**src/rtl/regfile_wb_arbiter.sv**
```systemverilog
// regfile_wb_arbiter: round-robin ALU/load writeback arbiter, registered regfile write port, optional pending-write scoreboard (REGFILE_SCOREBOARD_EN); ports: clk, rst_n, alu_*/mem_* requests, reg_write/write_reg/write_data, issue_valid/issue_rd/rs1/rs2, rs1_busy/rs2_busy/stall
module regfile_wb_arbiter #(
  parameter int DATA_W = 32,
  parameter int ADDR_W = 5
) (
  input  logic              clk,
  input  logic              rst_n,
  input  logic              alu_valid,
  input  logic [ADDR_W-1:0] alu_rd,
  input  logic [DATA_W-1:0] alu_data,
  output logic              alu_ready,
  input  logic              mem_valid,
  input  logic [ADDR_W-1:0] mem_rd,
  input  logic [DATA_W-1:0] mem_data,
  output logic              mem_ready,
  output logic              reg_write,
  output logic [ADDR_W-1:0] write_reg,
  output logic [DATA_W-1:0] write_data,
  input  logic              issue_valid,
  input  logic [ADDR_W-1:0] issue_rd,
  input  logic [ADDR_W-1:0] rs1,
  input  logic [ADDR_W-1:0] rs2,
  output logic              rs1_busy,
  output logic              rs2_busy,
  output logic              stall
);
  localparam int NREG = 2 ** ADDR_W;
  logic              last_alu;
  logic              xfer;
  logic [ADDR_W-1:0] sel_rd;
  logic [DATA_W-1:0] sel_data;
  assign alu_ready = rst_n & alu_valid & (~mem_valid | ~last_alu);
  assign mem_ready = rst_n & mem_valid & (~alu_valid | last_alu);
  assign xfer      = alu_ready | mem_ready;
  assign sel_rd    = alu_ready ? alu_rd : mem_rd;
  assign sel_data  = alu_ready ? alu_data : mem_data;
  always_ff @(posedge clk or negedge rst_n) begin
    if (!rst_n) begin
      last_alu   <= 1'b0;
      reg_write  <= 1'b0;
      write_reg  <= '0;
      write_data <= '0;
    end else begin
      last_alu  <= xfer ? alu_ready : last_alu;
      reg_write <= xfer && (sel_rd != '0);
      if (xfer) begin
        write_reg  <= sel_rd;
        write_data <= sel_data;
      end
    end
  end
`ifdef REGFILE_SCOREBOARD_EN
  logic [NREG-1:0] busy;
  logic [NREG-1:0] set_m;
  logic [NREG-1:0] clr_m;
  logic            issue_ok;
  assign rs1_busy = busy[rs1];
  assign rs2_busy = busy[rs2];
  assign stall    = issue_valid & (rs1_busy | rs2_busy | busy[issue_rd]);
  assign issue_ok = issue_valid & ~stall & (issue_rd != '0);
  always_comb begin
    set_m = '0;
    clr_m = '0;
    set_m[issue_rd]  = issue_ok;
    clr_m[write_reg] = reg_write;
  end
  always_ff @(posedge clk or negedge rst_n) begin
    if (!rst_n) busy <= '0;
    else busy <= (busy & ~clr_m) | set_m;
  end
`else
  logic unused_sb;
  assign unused_sb = ^{issue_valid, issue_rd, rs1, rs2, NREG[0]};
  assign rs1_busy  = 1'b0;
  assign rs2_busy  = 1'b0;
  assign stall     = 1'b0;
`endif
endmodule

```
**config.mk**
```make
export PLATFORM = sky130hd
export DESIGN_NAME = regfile_wb_arbiter
export DESIGN_NICKNAME = d
export VERILOG_FILES = /design/src/rtl/regfile_wb_arbiter.sv
export SDC_FILE = /design/constraint.sdc
export NUM_CORES = 1
export LEC_CHECK = 0
export BUFFER_PORTS_ARGS = -buffer_cell sky130_fd_sc_hd__buf_2
export CAP_MARGIN = 0
export CORE_MARGIN = 2
export CORE_UTILIZATION = 35
export DETAILED_ROUTE_END_ITERATION = 6
export PLACE_DENSITY = 0.71
export SYNTH_ARGS = -nofsm -noshare
export SYNTH_HDL_FRONTEND = slang
export SYNTH_SLANG_ARGS = --single-unit
```
**constraint.sdc**
```tcl
create_clock -name clk -period 2.9 [get_ports clk]
set_input_delay 0.435 -clock clk [delete_from_list [all_inputs] [get_ports clk]]
set_output_delay 0.435 -clock clk [all_outputs]
set_load 0.02 [all_outputs]
```
Word-level counts from Yosys, hierarchy flattened
Index checks and enable logic that the tools add are counted.

Reduce and logical (&&, ||, !) cells: 2. Bitwise gates (word level): 10. Mux-type cells: 2.

Operator list (count): two-way mux 32 bit (1); two-way mux 5 bit (1); nonzero test 5 bit (1); bitwise AND 1 bit (4); inverter 1 bit (3); OR 1 bit (3); logical AND 1 bit (1).

Flip-flop bits (word level): 39. Output and inout port bits: 43. Logic and storage cells: 18. Input port bits: 94.

Longest topological paths before layout
Depth in word-level cells: 6. Mapped depth: 5. Gate-level depth less buffers: 3.

Worst setup path after synthesis
No wires, ideal clock.

Path kind: input-to-output. Start point: input mem_valid. End point: output alu_ready. Slack: 1.334 ns. Required time: 2.465 ns. Arrival: 1.131 ns. Path buffers: 2. Stages: 4. Path through: and2_4 > buf_6 > buf_6 > nor2_1.

Cells in the longest elaborated chain, start to end: 3.

RTL lines: start: declaration (RTL line 12) `input logic mem_valid,`; inverter 1 bit (RTL line 32) `assign alu_ready = rst_n & alu_valid & (~mem_valid | ~last_alu);`; OR 1 bit (RTL line 32); bitwise AND 1 bit (RTL line 32); end: declaration (RTL line 11) `output logic alu_ready,`.

No other way between the ends.

Worst setup path after layout
Start point: register last_alu. End point: output mem_ready.

Cells in the longest elaborated chain, start to end: 2.

RTL lines: start: declaration (RTL line 28) `logic last_alu;`; start signal: assignment (RTL line 44) `last_alu <= xfer ? alu_ready : last_alu;`; OR 1 bit (RTL line 33) `assign mem_ready = rst_n & mem_valid & (~alu_valid | last_alu);`; bitwise AND 1 bit (RTL line 33); end: declaration (RTL line 15) `output logic mem_ready,`.

No other way between the ends.

==> flow_summary.toml <==
[pwr]
pwr-share-seq_pct = 43.5
total_power_mw = 1.54
intPower_mw = 1.04
p_clk_share_pct = 25.9
combPwrFrac_pct = 30.6
p_leak_nw = 1.15
p_switching_mw = 0.495
power.density_nw_per_um2 = 605
peakVddDrop_uv = 279
p_sw_share_pct = 32.1

[synthesis]
synth-compound-area-share_pct = 34.6
syn_area_um2 = 1900
synth-adder-area-share_pct = 0
synth_cells = 160
synth.distinct_cells = 22
yosysWarnings = 0
synthXorXnorAreaFrac_pct = 0
avgSynthCellArea_um2 = 11.8
synth_top_family_by_area = "compound AO/OA/AOI/OAI gates"
synth-seq-cells = 39
synthSimpleGateAreaFrac_pct = 5.28
muxShareOfSynthArea_pct = 0
seq_area_frac_synth_pct = 51.5

[placed_design]
dp.cells = 332
gp_congestion = 0.718
place_area_um2 = 2440
dp_hpwl_um = 3220
io_buffers = 117

[global_routing]
grt_first_pass_wirelength_um = 8180
grt_overflow = 0
grt_usage_pct = 17.0
grt_pass1_vias = 1765
antenna_found_initial = 0
grt_max_degree = 43

[clocking]
cts_resized = 0
numCtsBuffers = 5
insertion_delay_ns = 0.29
post_cts_buffers = 0
cts_hold_buf = 0
clock-sinks = 39
cts_tree = "yes"
cts.clk_slew.worst_paths_ns = 0.07
clockBufferDepth = 2
htree_levels = 2
cts_root_buf = "clkbuf_8"

[route]
ant_nets = 0
dr_total_vias = 1768
drc = 0
wire_per_inst_um = 14.5
via_per_inst = 5.20
drtPass1Iterations = 4
dr.first_iter.drc_count = 100
wl_um = 4920

[sta]
skew_ns = 0.00442
rsz0062_at_grt = "no"
setup-violations-final = 0
finalHoldViolations = 0
tns_ns = 0
worst_slew_pin_slew_ns = 0.954
period_needed_ns = 2.44
fin_crit_sh_pct = 84.3
relSlewSlack_pct = 36.1
max_freq_mhz = 409
drv_slew = 0

[finish]
area_growth_pct = 34.1
final_common_cell = "buf_2"
drive_above_1_share_pct = 48.5
largest_reg_flops = 32
antenna_cells = 0
nNetsFinal = 363
finalNonFillerCells = 340
final_cell_area_um2 = 2540
final_cell_mix = "buf_2, dfrtp_1, o21a_1, o32a_1, nor2_1"

[critical_path]
r2r_slack_ns = 1.12
path_class = "reg2out"
cp-end-kind = "output port"
worst_ep_required_time_ns = 2.47
reg2regPathDepth = 3
r2r-end = "write_data[27]"
r2r_start = "last_alu"
cp_max_fo = 39
crit_arrival_ns = 2.01
start_kind = "register"

[die]
fp.dieH_um = 77.6
dieArea_um2 = 6020
core_um2 = 5170
rows = 26
top_level_ports = 137
die_width_um = 77.6
start_util_pct = 36.6

[run_status]
run_status = "complete, no violations"

[min_path]
hold_path_class = "in2async"

[run]
cap_violations = 0
## metrics by stage
| stage | setup WS (ns) | hold WS (ns) | utilization (%) |
|---|---|---|---|
| final | 0.455 | 0.236 | 49.2 |
| after global routing | 0.248 | 0.276 | 49.2 |
| after CTS | 0.390 | 0.248 | 49.2 |
| after detailed placement | 0.565 | 0.501 | 47.2 |
| after global placement | 0.586 | 0.496 | 47.2 |
| after floorplan | 1.33 | 0.139 | - |
## synthesized netlist by cell type, drive strengths merged
library cell  instances  share of area, %
clkbuf                3              0.59
nor3                  1              0.26
conb                  1              0.20
o2bb2ai               1              0.46
and2                  2              0.79
nand2                 3              0.73
dfrtp                39                51
a31oi                 6               2.0
o32a                 32                17
o21a                 33                13
buf                  17               7.7
nand3                 5               1.3
nor2                  9               1.8
inv                   1              0.20
o21ai                 6               2.2
or4                   1              0.40
## routing by layer
metal	GRT usage [%]	wire (um)	vias to the layer above
met5	0	0	-
met4	6.79	82	0
met3	4.88	364	8
li1	-	-	839
met1	21.7	2110	847
met2	27.2	2360	74
## worst max-delay path by stage
stage / from / endpoint / slack (ns) / cells past startpoint
4_1_cts: last_alu / mem_ready / 0.39 / 4
5_1_grt: last_alu / mem_ready / 0.25 / 4
3_3_place_gp: mem_valid / mem_ready / 0.59 / 5
2_1_floorplan: mem_valid / alu_ready / 1.33 / 4
6_report: last_alu / mem_ready / 0.46 / 4
3_5_place_dp: mem_valid / mem_ready / 0.57 / 5
## logic make-up (layout without fill, tap and decap cells)
group,count (synthesis),after routing
flip-flops,39,39
AO/OA/AOI/OAI,78,78
AND/OR/NAND/NOR,21,21
buffers and inverters,21,129
other,1,3
## worst max-delay path: stages (launching register included)
cell and delay, ns:
dfrtp_1 0.40, and2_4 0.31, o21ai_4 0.79, inv_2 0.03, buf_2 0.18
## power groups by stage
stage	Clock (mW)	Combinational, mW	Sequential (mW)
after floorplan	0	0.210	0.782
after global placement	0	0.472	0.678
after detailed placement	0	0.477	0.680
after CTS	0.414	0.478	0.670
after global routing	0.442	0.511	0.680
final	0.399	0.471	0.670
## final cells by class
class,instances,area (um2)
fill,498,2630
sequential,39,976
multi-input combinational,102,767
timing repair buffer,120,608
clock buffer,8,100
tap,70,87.6
inverter,1,3.75
No activity file was read; power rests on OpenSTA's default activity.
